**src/rtl/hx8352_reg_reader_if.sv**
```systemverilog
// Bundles the request/response handshake and the 8080-style LCD pins of the
// HX8352 register reader. The reader takes the master side, its environment the slave side.
interface hx8352_reg_reader_if;
    logic        req;
    logic [15:0] reg_addr;
    logic        dummy;
    logic        busy;
    logic        done;
    logic [15:0] rd_data;
    logic        lcd_cs;
    logic        lcd_rs;
    logic        lcd_wr;
    logic        lcd_rd;
    logic [15:0] lcd_data_out;
    logic        lcd_data_oe;
    logic [15:0] lcd_data_in;

    modport master (
        input  req, reg_addr, dummy, lcd_data_in,
        output busy, done, rd_data,
        output lcd_cs, lcd_rs, lcd_wr, lcd_rd, lcd_data_out, lcd_data_oe
    );

    modport slave (
        output req, reg_addr, dummy, lcd_data_in,
        input  busy, done, rd_data,
        input  lcd_cs, lcd_rs, lcd_wr, lcd_rd, lcd_data_out, lcd_data_oe
    );
endinterface

```
**src/rtl/hx8352_reg_reader.sv**
```systemverilog
// Read-side master for the HX8352 8080 parallel bus: index write, optional
// dummy read, then a data read whose word is returned on rd_data with a done pulse.
module hx8352_reg_reader #(
    parameter int T_WR_LOW  = 2,
    parameter int T_WR_HIGH = 2,
    parameter int T_RD_LOW  = 8,
    parameter int T_RD_HIGH = 4
) (
    input logic                clk,
    input logic                n_rst,
    hx8352_reg_reader_if.master bus
);

    typedef enum logic [2:0] {
        IDLE, IDX_SETUP, IDX_WR_LO, IDX_WR_HI, RD_SETUP, RD_LO, RD_HI, DONE
    } state_t;

    state_t      state_q, state_d;
    logic [7:0]  phase_q, phase_d;
    logic [15:0] addr_q, addr_d;
    logic        dummy_q, dummy_d;
    logic        second_q, second_d;
    logic [15:0] shadow_q, shadow_d;

    logic        cs_q, cs_d;
    logic        rs_q, rs_d;
    logic        wr_q, wr_d;
    logic        rd_q, rd_d;
    logic        oe_q, oe_d;
    logic [15:0] dout_q, dout_d;
    logic        busy_q, busy_d;
    logic        done_q, done_d;
    logic [15:0] rd_data_q, rd_data_d;

    logic        phase_last;
    logic        idx_phase;
    logic        bus_phase;

    // Counter value loaded on entry; a state is left once the counter reaches zero.
    function automatic logic [7:0] phase_len(state_t s);
        case (s)
            IDX_WR_LO: phase_len = 8'(T_WR_LOW - 1);
            IDX_WR_HI: phase_len = 8'(T_WR_HIGH - 1);
            RD_LO:     phase_len = 8'(T_RD_LOW - 1);
            RD_HI:     phase_len = 8'(T_RD_HIGH - 1);
            default:   phase_len = 8'd0;
        endcase
    endfunction

    always_ff @(posedge clk or negedge n_rst) begin
        if (!n_rst) begin
            state_q   <= IDLE;
            phase_q   <= 8'd0;
            addr_q    <= 16'h0000;
            dummy_q   <= 1'b0;
            second_q  <= 1'b0;
            shadow_q  <= 16'h0000;
            cs_q      <= 1'b1;
            rs_q      <= 1'b1;
            wr_q      <= 1'b1;
            rd_q      <= 1'b1;
            oe_q      <= 1'b0;
            dout_q    <= 16'h0000;
            busy_q    <= 1'b0;
            done_q    <= 1'b0;
            rd_data_q <= 16'h0000;
        end else begin
            state_q   <= state_d;
            phase_q   <= phase_d;
            addr_q    <= addr_d;
            dummy_q   <= dummy_d;
            second_q  <= second_d;
            shadow_q  <= shadow_d;
            cs_q      <= cs_d;
            rs_q      <= rs_d;
            wr_q      <= wr_d;
            rd_q      <= rd_d;
            oe_q      <= oe_d;
            dout_q    <= dout_d;
            busy_q    <= busy_d;
            done_q    <= done_d;
            rd_data_q <= rd_data_d;
        end
    end

    always_comb begin
        state_d    = state_q;
        phase_d    = phase_q;
        addr_d     = addr_q;
        dummy_d    = dummy_q;
        second_d   = second_q;
        shadow_d   = shadow_q;
        phase_last = (phase_q == 8'd0);

        case (state_q)
            IDLE: begin
                if (bus.req) begin
                    state_d  = IDX_SETUP;
                    addr_d   = bus.reg_addr;
                    dummy_d  = bus.dummy;
                    second_d = 1'b0;
                end
            end
            IDX_SETUP: state_d = IDX_WR_LO;
            IDX_WR_LO: if (phase_last) state_d = IDX_WR_HI;
            IDX_WR_HI: if (phase_last) state_d = RD_SETUP;
            RD_SETUP:  state_d = RD_LO;
            RD_LO: begin
                // RD has been low for the full access time, so the pads are settled.
                if (phase_last) begin
                    shadow_d = bus.lcd_data_in;
                    state_d  = RD_HI;
                end
            end
            RD_HI: begin
                if (phase_last) begin
                    if (dummy_q && !second_q) begin
                        state_d  = RD_LO;
                        second_d = 1'b1;
                    end else begin
                        state_d  = DONE;
                    end
                end
            end
            DONE:      state_d = IDLE;
            default:   state_d = IDLE;
        endcase

        if (state_d != state_q) begin
            phase_d = phase_len(state_d);
        end else if (!phase_last) begin
            phase_d = phase_q - 8'd1;
        end
    end

    // Outputs are decoded from the next state so the registered pins line up with the state.
    always_comb begin
        idx_phase = (state_d == IDX_SETUP) || (state_d == IDX_WR_LO) || (state_d == IDX_WR_HI);
        bus_phase = idx_phase || (state_d == RD_SETUP) || (state_d == RD_LO) || (state_d == RD_HI);
        cs_d      = !bus_phase;
        rs_d      = !idx_phase;
        wr_d      = (state_d != IDX_WR_LO);
        rd_d      = (state_d != RD_LO);
        oe_d      = idx_phase;
        dout_d    = idx_phase ? addr_d : 16'h0000;
        busy_d    = (state_d != IDLE);
        done_d    = (state_d == DONE);
        rd_data_d = (state_d == DONE) ? shadow_q : rd_data_q;
    end

    assign bus.lcd_cs       = cs_q;
    assign bus.lcd_rs       = rs_q;
    assign bus.lcd_wr       = wr_q;
    assign bus.lcd_rd       = rd_q;
    assign bus.lcd_data_oe  = oe_q;
    assign bus.lcd_data_out = dout_q;
    assign bus.busy         = busy_q;
    assign bus.done         = done_q;
    assign bus.rd_data      = rd_data_q;

endmodule

```
**src/flat_wrapper.sv**
```systemverilog
// flat-port wrapper written by rule: the top's interface ports become plain ports
module hx8352_reg_reader_flat 
#(
    parameter int T_WR_LOW  = 2,
    parameter int T_WR_HIGH = 2,
    parameter int T_RD_LOW  = 8,
    parameter int T_RD_HIGH = 4
)
  (clk, n_rst, bus_req, bus_reg_addr, bus_dummy, bus_lcd_data_in, bus_busy, bus_done, bus_rd_data, bus_lcd_cs, bus_lcd_rs, bus_lcd_wr, bus_lcd_rd, bus_lcd_data_out, bus_lcd_data_oe);
  hx8352_reg_reader_if bus_i ();
  input logic clk;
  input logic n_rst;
  input wire logic [$bits(bus_i.req)-1:0] bus_req;
  input wire logic [$bits(bus_i.reg_addr)-1:0] bus_reg_addr;
  input wire logic [$bits(bus_i.dummy)-1:0] bus_dummy;
  input wire logic [$bits(bus_i.lcd_data_in)-1:0] bus_lcd_data_in;
  output wire logic [$bits(bus_i.busy)-1:0] bus_busy;
  output wire logic [$bits(bus_i.done)-1:0] bus_done;
  output wire logic [$bits(bus_i.rd_data)-1:0] bus_rd_data;
  output wire logic [$bits(bus_i.lcd_cs)-1:0] bus_lcd_cs;
  output wire logic [$bits(bus_i.lcd_rs)-1:0] bus_lcd_rs;
  output wire logic [$bits(bus_i.lcd_wr)-1:0] bus_lcd_wr;
  output wire logic [$bits(bus_i.lcd_rd)-1:0] bus_lcd_rd;
  output wire logic [$bits(bus_i.lcd_data_out)-1:0] bus_lcd_data_out;
  output wire logic [$bits(bus_i.lcd_data_oe)-1:0] bus_lcd_data_oe;
  assign bus_i.req = bus_req;
  assign bus_i.reg_addr = bus_reg_addr;
  assign bus_i.dummy = bus_dummy;
  assign bus_i.lcd_data_in = bus_lcd_data_in;
  assign bus_busy = bus_i.busy;
  assign bus_done = bus_i.done;
  assign bus_rd_data = bus_i.rd_data;
  assign bus_lcd_cs = bus_i.lcd_cs;
  assign bus_lcd_rs = bus_i.lcd_rs;
  assign bus_lcd_wr = bus_i.lcd_wr;
  assign bus_lcd_rd = bus_i.lcd_rd;
  assign bus_lcd_data_out = bus_i.lcd_data_out;
  assign bus_lcd_data_oe = bus_i.lcd_data_oe;
  hx8352_reg_reader #(.T_WR_LOW(T_WR_LOW), .T_WR_HIGH(T_WR_HIGH), .T_RD_LOW(T_RD_LOW), .T_RD_HIGH(T_RD_HIGH)) u_core (.clk(clk), .n_rst(n_rst), .bus(bus_i));
endmodule
```
**config.mk**
```make
export PLATFORM = sky130hd
export DESIGN_NAME = hx8352_reg_reader_flat
export DESIGN_NICKNAME = d
export VERILOG_FILES = /design/src/rtl/hx8352_reg_reader_if.sv /design/src/rtl/hx8352_reg_reader.sv /design/src/flat_wrapper.sv
export SDC_FILE = /design/constraint.sdc
export NUM_CORES = 1
export LEC_CHECK = 0
export ABC_AREA = 1
export BUFFER_PORTS_ARGS = -buffer_cell sky130_fd_sc_hd__buf_2
export CAP_MARGIN = 20
export CORE_MARGIN = 1
export CORE_UTILIZATION = 40
export CTS_CLUSTER_SIZE = 40
export DETAILED_ROUTE_END_ITERATION = 8
export SLEW_MARGIN = 20
export SYNTH_ARGS = -nofsm -noshare
export SYNTH_HDL_FRONTEND = slang
export SYNTH_SLANG_ARGS = --single-unit
```
**constraint.sdc**
```tcl
create_clock -name clk -period 5 [get_ports clk]
set_input_delay 0.25 -clock clk [delete_from_list [all_inputs] [get_ports clk]]
set_output_delay 0.25 -clock clk [all_outputs]
set_load 0.005 [all_outputs]
```
==> impl_results.md <==
* Hold WC Path Type: primary input to flop
* Rows at 33
* Initial antenna violation count at 0
* Post-CTS setup buffers at 0
* Worst slew margin at 0.503
* Critical path's largest stage delay at 0.56 ns
* Reg clk slew, reported paths at 0.08 ns
* Yosys warnings at 0
* Data required, critical path at 5.23 ns
* Largest area contributor in the netlist: dfrtp_1
* Largest net degree at the start of global routing at 85
* Max rail drop VDD at 272 uV
* Sequential area share after synthesis at 0.615
* CP arrival at 2.37 ns
* Detail Placement HPWL at 4290 um
* Type of origin of the critical path: flop
* Min cycle time layout at 2.14 ns
* Drt drc at 0
* Post-Syn Nets at 363
* Lkg Pwr at 2.18 nW
* # Max-Cap Violations at 0
* CP most frequent cell: nor2_1
* Wire per inst at 12.5 um
* Nets@finish at 442
* Most frequent cells in the layout: nand2_1, dfrtp_1, buf_2
* Max Clock Freq at 0.467 GHz
* FF+latch count, synth at 84
* Total negative slack at 0 ns
* Routed Antenna Nets at 0
* Yosys top cell area share at 0.584
* Crit path max-delay cell type: clkinv_1
* Critical Path Stages at 7
* Overall power at 0.00274 W
* Final Hold Vio Count at 0
* PwrDens at 667 mW/mm^2
* Hold slack at 0.0951 ns
* CTS max path bufs at 2
* Grt ovf at 0
* CTS tree: built
* Initial DRC count at 101
* Syn Area/Cell at 10.5 um^2
* Share of cells above drive strength 1 at 0.351
* R2r setup slk at 2.86 ns
* Distinct cell type count after synthesis at 35
* Vias in the first global route at 2,319
* Die X-Extent at 94.6 um
* H-tree level count at 3
* Worst-Margin Slew at 0.746 ns
* CP startpoint: u_core.state_q[1]
* Core ar. at 0.00826 mm^2
* Register area at 0.00211 mm^2
* Setup Skew at 0.00897 ns
* Worst r2r src: u_core.state_q[1]
* Worst-path maximum fanout at 18
* Multi-input logic area at 0.00117 mm^2
* Final Core Density at 0.497
* RSZ-0062 raised after global routing: false
* Initial Utilization at 0.415
* Gr usage total at 0.162
* Crit path max-delay family: simple AND/OR/NAND/NOR gates
* Area growth, synth to finish at 19.7%
* Vias per cell at 4.57
* Post-CTS Hold Buffers at 0
* Resized Gates After CTS at 0
* Main area contributors after synthesis: dfrtp_1, nand2_1, mux2_2
* Routability cong. at 0.769
* CTS Buf Count at 9
* Total wire length at 6450 um
* Root Buffer: clkbuf_8
* Syn Inst Count at 326
* Vias at 2,356
* Setup crit end: u_core.bus.lcd_data_out[13]
* Worst-path cell chain: nor2_1, nor2_1, nor2_1, nand2_2, clkinv_1, nand2_1, a21oi_2
* Die Y at 94.6 um
* Most common cell after layout, fill and taps aside: nand2_1
* Clock latency on the worst-skew pair at 0.35 ns
* Max Transition Viols Final at 0
* Worst setup EP type: flop
* Tcrit/Tclk final at 0.428
* Die area at 0.00895 mm^2
* Global-route wire length before repair at 10,800 um
* Mapped Area at 0.00343 mm^2
* Reg2Reg Depth at 7
* TritonRoute pass-1 iters at 4
* Io pins at 75
* Fill cells at 790
* Critical path type: flop to flop
* Final setup viols at 0
* ANT cells at 0
* Crit Reg-Reg Endpoint: u_core.bus.lcd_data_out[13]
* I/O Buffers at 74
* Clk sinks at 84
* Outcome: finished clean
* Buffers plus inverters on the worst setup path at 1
-- power breakdown --
part	switching [W]	internal [W]	leakage, nW
clock network	0.000239	0.000279	0.109
logic	0.000680	0.000424	1.04
registers	0.000135	0.000981	1.04
-- cell usage after synthesis --
cell      number
a211oi_1       1
a21oi_1       11
a21oi_2        8
buf_2          4
buf_4          1
buf_8          2
clkinv_1       1
dfrtp_1       80
dfstp_2        4
ha_1           1
inv_1         18
inv_2          1
inv_4          2
inv_6          1
mux2_2        16
nand2_1      119
nand2_2        7
nand2_4        5
nand3_1        9
nand3_2        2
nand3_4        1
nand4_1        2
nor2_1        13
nor2_2         1
nor2_4         1
nor2_8         1
nor3_1         1
nor3_2         2
nor4_2         1
o211ai_1       1
o211ai_2       1
o21ai_0        3
o22ai_1        1
xnor2_1        1
xor2_1         3
-- how the worst min path moves through the flow --
stage,startpoint,endpoint,slack (ns),cells after the start
after floorplan,n_rst,u_core.addr_q[0],-0.05,0
after global placement,u_core.shadow_q[0],u_core.bus.rd_data[0],0.45,2
after detailed placement,u_core.shadow_q[1],u_core.bus.rd_data[1],0.45,2
after CTS,bus_dummy,u_core.dummy_q,0.08,3
after global routing,bus_reg_addr[15],u_core.addr_q[15],0.1,3
final,bus_dummy,u_core.dummy_q,0.1,3
-- worst reg2reg max path, stage by stage, from the launching register on --
cell and delay, ns:
dfrtp_1 0.47, nor2_1 0.09, nor2_1 0.15, nor2_1 0.08
nand2_2 0.31, clkinv_1 0.56, nand2_1 0.28, a21oi_2 0.07
-- metrics by stage --
| stage | setup slack [ns] | instances | area, um^2 |
|---|---|---|---|
| CTS | 2.80 | 514 | 4090 |
| global placement | 2.82 | 498 | 3870 |
| global route | 2.62 | 515 | 4100 |
| floorplan | 3.20 | 326 | 3430 |
| detailed placement | 2.82 | 498 | 3870 |
| finish | 2.86 | 515 | 4100 |
-- cell families after synthesis --
logic type,after synthesis,synth area share
buf+inv,30,0.0449
flops,84,0.615
mux,16,0.0526
simple gates,165,0.223
compound gates,26,0.0507
xor+xnor,4,0.0102
fa+ha+maj,1,0.00365
-- registers in the layout (all words and copies together), names as in the netlist --
name                     cells
u_core.addr_q               16
u_core.bus.busy              1
u_core.bus.done              1
u_core.bus.lcd_cs            1
u_core.bus.lcd_data_oe       1
u_core.bus.lcd_data_out     16
u_core.bus.lcd_rd            1
u_core.bus.lcd_rs            1
u_core.bus.lcd_wr            1
u_core.bus.rd_data          16
u_core.dummy_q               1
u_core.phase_q               8
u_core.second_q              1
u_core.shadow_q             16
u_core.state_q               3
-- routing by layer --
layer / share of wire / GRT usage
met5: 0 / 0
met4: 0.010 / 0.0518
met3: 0.058 / 0.0652
met2: 0.46 / 0.252
met1: 0.47 / 0.205
-- layout make-up --
| class | instances | share of cell area |
|---|---|---|
| tap | 105 | 0.0320 |
| sequential | 84 | 0.513 |
| multi-input combinational | 212 | 0.284 |
| inverter | 23 | 0.0235 |
| clock inverter | 7 | 0.0223 |
| clock buffer | 9 | 0.0302 |
| timing repair buffer | 75 | 0.0942 |
No activity file was read; power rests on OpenSTA's default activity.
